--- config.mk ---
export PLATFORM = sky130hd
export DESIGN_NAME = spi_master
export DESIGN_NICKNAME = d
export VERILOG_FILES = /design/src/rtl/spi_master_pkg.sv /design/src/rtl/spi_master_tick.sv /design/src/rtl/spi_master.sv
export SDC_FILE = /design/constraint.sdc
export NUM_CORES = 1
export LEC_CHECK = 0
export ABC_CLOCK_PERIOD_IN_PS = 4700
export BUFFER_PORTS_ARGS = -buffer_cell sky130_fd_sc_hd__buf_2
export CORE_ASPECT_RATIO = 2
export CORE_UTILIZATION = 30
export DETAILED_ROUTE_END_ITERATION = 8
export GPL_TIMING_DRIVEN = 0
export PLACE_DENSITY = 0.49
export SYNTH_ARGS = -nofsm -noshare
export SYNTH_HDL_FRONTEND = slang
export SYNTH_SLANG_ARGS = --single-unit
export TNS_END_PERCENT = 100
--- constraint.sdc ---
create_clock -name CLK -period 4.7 [get_ports CLK]
set_input_delay 1.41 -clock CLK [delete_from_list [all_inputs] [get_ports CLK]]
set_output_delay 1.41 -clock CLK [all_outputs]
set_load 0.02 [all_outputs]
--- src/rtl/spi_master_pkg.sv ---
// Shared definitions for the SPI master: register addresses, FSM states and
// control-register bit positions.
package spi_master_pkg;

  // Register addresses
  localparam logic SPI_CTRL = 1'b0;
  localparam logic SPI_DATA = 1'b1;

  // Transfer FSM states
  typedef enum logic [1:0] {
    IDLE = 2'd0,
    LO   = 2'd1,
    HI   = 2'd2
  } state_t;

  // Control register layout: {DIV[3:0], BUSY, 0, SS[1:0]}
  localparam int CTRL_SS_LSB   = 0;
  localparam int CTRL_BUSY_BIT = 3;
  localparam int CTRL_DIV_LSB  = 4;

  // Bit counter value loaded at the start of a byte (MSB first)
  localparam logic [2:0] FIRST_BIT = 3'd7;

endpackage

--- src/rtl/spi_master_tick.sv ---
// Reloadable SCK half-period down-counter. It holds at zero until reloaded,
// so done stays high for as long as the count is exhausted.
module spi_master_tick #(
  parameter int DIV_W = 4
) (
  input  logic             clk,
  input  logic             rst_n,
  input  logic             load,
  input  logic [DIV_W-1:0] div,
  output logic             done
);

  logic [DIV_W-1:0] cnt;

  // Reload on request, otherwise count down and stop at zero
  always_ff @(posedge clk or negedge rst_n) begin
    if (!rst_n) begin
      cnt <= '0;
    end else if (load) begin
      cnt <= div;
    end else if (cnt != '0) begin
      cnt <= cnt - 1'b1;
    end
  end

  assign done = (cnt == '0);

endmodule

--- src/rtl/spi_master.sv ---
// Byte-wide mode-0 SPI master, MSB first, with a programmable SCK half-period
// and two software-controlled active-low slave selects.
module spi_master
  import spi_master_pkg::*;
#(
  parameter int DIV_W = 4
) (
  input  logic       CLK,
  input  logic       nRST,
  input  logic       WR,
  input  logic       ADDR,
  input  logic [7:0] WDATA,
  output logic [7:0] RDATA,
  output logic       BUSY,
  input  logic       MISO,
  output logic       MOSI,
  output logic       SCK,
  output logic [1:0] nSS
);

  state_t           state;
  logic [1:0]       ss;
  logic [DIV_W-1:0] div;
  logic [7:0]       sr;
  logic             sample;
  logic [2:0]       bit_cnt;
  logic             sck_q;
  logic             busy_q;
  logic             tick_load;
  logic             tick_done;
  logic [3:0]       div_pad;
  logic [7:0]       ctrl_word;
  logic             data_wr;
  logic             ctrl_wr;

  assign data_wr = WR && (ADDR == SPI_DATA);
  assign ctrl_wr = WR && (ADDR == SPI_CTRL);

  // Half-period counter reloads when a transfer starts and on every phase change
  always_comb begin
    tick_load = 1'b0;
    case (state)
      IDLE:    tick_load = data_wr;
      default: tick_load = tick_done;
    endcase
  end

  spi_master_tick #(
    .DIV_W(DIV_W)
  ) u_tick (
    .clk  (CLK),
    .rst_n(nRST),
    .load (tick_load),
    .div  (div),
    .done (tick_done)
  );

  // Control register: selects and divider, frozen while a byte is on the wire
  always_ff @(posedge CLK or negedge nRST) begin
    if (!nRST) begin
      ss  <= 2'b00;
      div <= '0;
    end else if (ctrl_wr && !busy_q) begin
      ss  <= WDATA[CTRL_SS_LSB +: 2];
      div <= WDATA[CTRL_DIV_LSB +: DIV_W];
    end
  end

  // Transfer FSM: sample MISO as SCK rises, shift SR as SCK falls
  always_ff @(posedge CLK or negedge nRST) begin
    if (!nRST) begin
      state   <= IDLE;
      sr      <= 8'h00;
      sample  <= 1'b0;
      bit_cnt <= 3'd0;
      sck_q   <= 1'b0;
      busy_q  <= 1'b0;
    end else begin
      case (state)
        IDLE: begin
          if (data_wr) begin
            sr      <= WDATA;
            bit_cnt <= FIRST_BIT;
            state   <= LO;
            busy_q  <= 1'b1;
            sck_q   <= 1'b0;
          end
        end
        LO: begin
          if (tick_done) begin
            sample <= MISO;
            sck_q  <= 1'b1;
            state  <= HI;
          end
        end
        HI: begin
          if (tick_done) begin
            sr    <= {sr[6:0], sample};
            sck_q <= 1'b0;
            if (bit_cnt == 3'd0) begin
              state  <= IDLE;
              busy_q <= 1'b0;
            end else begin
              bit_cnt <= bit_cnt - 3'd1;
              state   <= LO;
            end
          end
        end
        default: begin
          state  <= IDLE;
          sck_q  <= 1'b0;
          busy_q <= 1'b0;
        end
      endcase
    end
  end

  // Read-back view of the control register, divider zero-padded to 4 bits
  always_comb begin
    div_pad                        = 4'h0;
    div_pad[DIV_W-1:0]             = div;
    ctrl_word                      = 8'h00;
    ctrl_word[CTRL_DIV_LSB +: 4]   = div_pad;
    ctrl_word[CTRL_BUSY_BIT]       = busy_q;
    ctrl_word[CTRL_SS_LSB +: 2]    = ss;
  end

  // Register read mux
  always_comb begin
    RDATA = (ADDR == SPI_DATA) ? sr : ctrl_word;
  end

  assign BUSY = busy_q;
  assign SCK  = sck_q;
  assign MOSI = sr[7];
  assign nSS  = ~ss;

endmodule
==> run_results.csv <==
group,metric,value,unit
timing,fin_crit_sh,84.5,%
clock_network,htree_num_levels,1,
job,cap_violations,0,
clock_network,cts_resized,0,
worst_setup_path,required,3.29,ns
detailed_routing,drc_errors,0,
power_and_ir_drop,power.density,669,mW/mm²
layout,design_area,0.00160,mm²
layout,final_cells,207,
die,row_count,34,
yosys,synth_edf_count,0,
worst_setup_path,cp_slowest_cell,"clkbuf_1",
layout,diodes,0,
worst_setup_path,reg2reg_depth,5,
yosys,synthFlopType,"dfrtp_1",
clock_network,cts_root_buf,"clkbuf_8",
yosys,synth_fp_nets,140,
grt,grt_max_degree,26,
worst_setup_path,slowest_delay,0.46,ns
clock_network,clock_latency,0.27,ns
status,outcome,"finished clean",
yosys,ys_ff_latch,25,
die,fp.dieArea,0.00481,mm²
min_path,worstHoldEndpoint,"sample",
clock_network,cts-hold-fix-buffers,0,
yosys,postSynth.asyncResetShare,100,%
grt,grt_first_pass_wirelength,5760,µm
min_path,hold_start,"sample",
yosys,netlist_top_cells_area,"dfrtp_1 (46%), mux2_2 (8.3%), a2bb2oi_1 (5.2%)",
worst_setup_path,r2r-end,"sr[2]",
detailed_routing,firstDrtPassIters,4,
grt,grt-ovfl-total,0,
timing,fin_worst_skew,0.0102,ns
timing,period_minus_slack,3.97,ns
yosys,syn_area,0.00136,mm²
worst_setup_path,start_kind,"primary input",
detailed_routing,drt_iter0_markers,35,
place,dp_hpwl,2560,µm
yosys,syn_inst,124,
yosys,yosysMostFrequentCell,"dfrtp_1",
timing,hold_viol,0,
detailed_routing,wl,3430,µm
layout,nets,170,
timing,rsz0062_at_grt,"no",
timing,setup_viol,0,
yosys,synth_top_area_share,46.1,%
yosys,synth_top_cell_by_area,"dfrtp_1",
power_and_ir_drop,vdd_ir_drop_max,260,µV
worst_setup_path,r2r_start,"u_tick.cnt[0]",
layout,syn2layout_area_growth,17.8,%
worst_setup_path,arrival,2.56,ns
min_path,hold_depth,1,
clock_network,path_clk_slew,0.09,ns
layout,drive_above_1_share,35.3,%
die,initial_core_util,31.3,%
detailed_routing,wl_per_cell,16.6,µm
layout,post-route-util,36.9,%
worst_setup_path,crit_path_frequent_cell,"buf_2",
timing,fmax,0.252,GHz
grt,antenna_found_initial,0,
die,die_height,97.1,µm
detailed_routing,antenna_left,0,
timing,slew_viol_final,0,
clock_network,cts_tree,"yes",
grt,track_usage,15.6,%
yosys,synth_warnings,0,
timing,fin_setup_tns,0,ns
min_path,hold_path_class,"flop to flop",
place,placed_cell_area,0.00155,mm²
grt,grt_pass1_vias,1196,
place,placed_cells,203,
die,io-pin-count,26,
yosys,synth_common_cells,"dfrtp_1 (25), mux2_2 (10)",
die,core,0.00434,mm²
clock_network,clockBufferDepth,2,
place,io_buffers,25,
layout,n_fill_cell,462,
yosys,yosysUniqueCellTypes,37,
place,place.gp.congestion,0.842,
clock_network,clock_sinks,25,
worst_setup_path,path_class,"primary input to output pin",
power_and_ir_drop,p_leak,0.000713,µW
timing,worst_pin_slew,0.693,ns
detailed_routing,vias,1120,
detailed_routing,via_per_inst,5.41,
worst_setup_path,path_cells,"buf_2, clkbuf_1, mux2_2, buf_2",
power_and_ir_drop,total_power,1070,µW
worst_setup_path,end_kind,"output pin",
yosys,avgSynthCellArea,10.9,µm²
yosys,yosysSeqAreaShare,46.1,%
timing,relSlewSlack,53.6,%
worst_setup_path,crit_fanout,10,
clock_network,cts_setup_buffers,0,
worst_setup_path,rrSetupSlack,2.83,ns
die,die_w,49.6,µm
clock_network,cts_made_buffers,3,
==> sequential cells by signal, indices dropped and copies added (netlist names) <==
register and flops:
sr 8, ss 2, div 4, state 2, sample 1, BUSY 1
bit_cnt 3, u_tick.cnt 4
==> per-layer routing <==
metal / global-route usage [%] / vias up / routed length (µm)
met4: 7.03 / 0 / 86
met5: 0 / - / 0
met3: 1.88 / 7 / 122
li1: - / 520 / -
met1: 18.3 / 559 / 1330
met2: 27.2 / 34 / 1890
==> cells by family (layout without fill, tap and decap cells) <==
kind of cell	count (synthesis)	after routing	synth area share [%]
mux	12	12	9.77
xor+xnor	2	2	1.29
simple gates	32	32	15.6
fa+ha+maj	3	3	2.77
compound gates	36	36	20.3
flops	25	25	46.1
buf+inv	14	43	4.24
==> how the worst max path moves through the flow <==
stage               from       end  slack, ns  depth (start not counted)
detailed placement  ADDR  RDATA[3]       0.72                          4
CTS                 ADDR  RDATA[3]       0.71                          4
finish              ADDR  RDATA[3]       0.73                          4
global route        ADDR  RDATA[4]       0.65                          4
global placement    ADDR  RDATA[4]       0.73                          4
floorplan           ADDR  RDATA[1]       1.17                          2
==> layout make-up <==
type	count	area, µm²	share of cell area, %
clock buffers	3	41.3	2.58
multi-input cells	85	674	42.2
repair buffers	25	125	7.82
well taps	54	67.6	4.23
inverters	8	30.0	1.88
plain buffers	6	27.5	1.72
flip-flops and latches	25	626	39.1
clock inverters	1	7.51	0.469
==> power by group <==
part / total (µW) / switching, µW / internal [µW]
sequential: 411 / 97.0 / 314
combinational: 527 / 285 / 242
clock: 133 / 72.6 / 60.1
total: 1070 / 454 / 616
==> critical path, delay by kind of cell <==
family,cells,cell delay (ns)
mux,1,0.40
buf+inv,3,0.75
==> per-stage QoR <==
stage                     setup WS (ns)  hold WS [ns]
after floorplan                    1.17         0.472
final                             0.729         0.525
after CTS                         0.715         0.528
after global placement            0.732         0.513
after detailed placement          0.718         0.505
after global routing              0.654         0.547
==> layout by cell type, fill, tap and decap left out, drive strengths merged, types with 2 or more instances in the layout <==
cell / netlist / layout
a2bb2oi: 8 / 8
o211ai: 2 / 2
o21ai: 5 / 5
or3b: 9 / 9
mux2: 10 / 10
a22o: 2 / 2
a211oi: 2 / 2
nand2: 7 / 7
inv: 8 / 8
nor2: 5 / 5
buf: 2 / 27
clkbuf: 4 / 7
xor2: 2 / 2
mux2i: 2 / 2
nor3: 2 / 2
dfrtp: 25 / 25
a21oi: 2 / 2
o22ai: 8 / 8
nor3b: 2 / 2
ha: 3 / 3
Note: power is estimated with default switching activity, not from simulation.
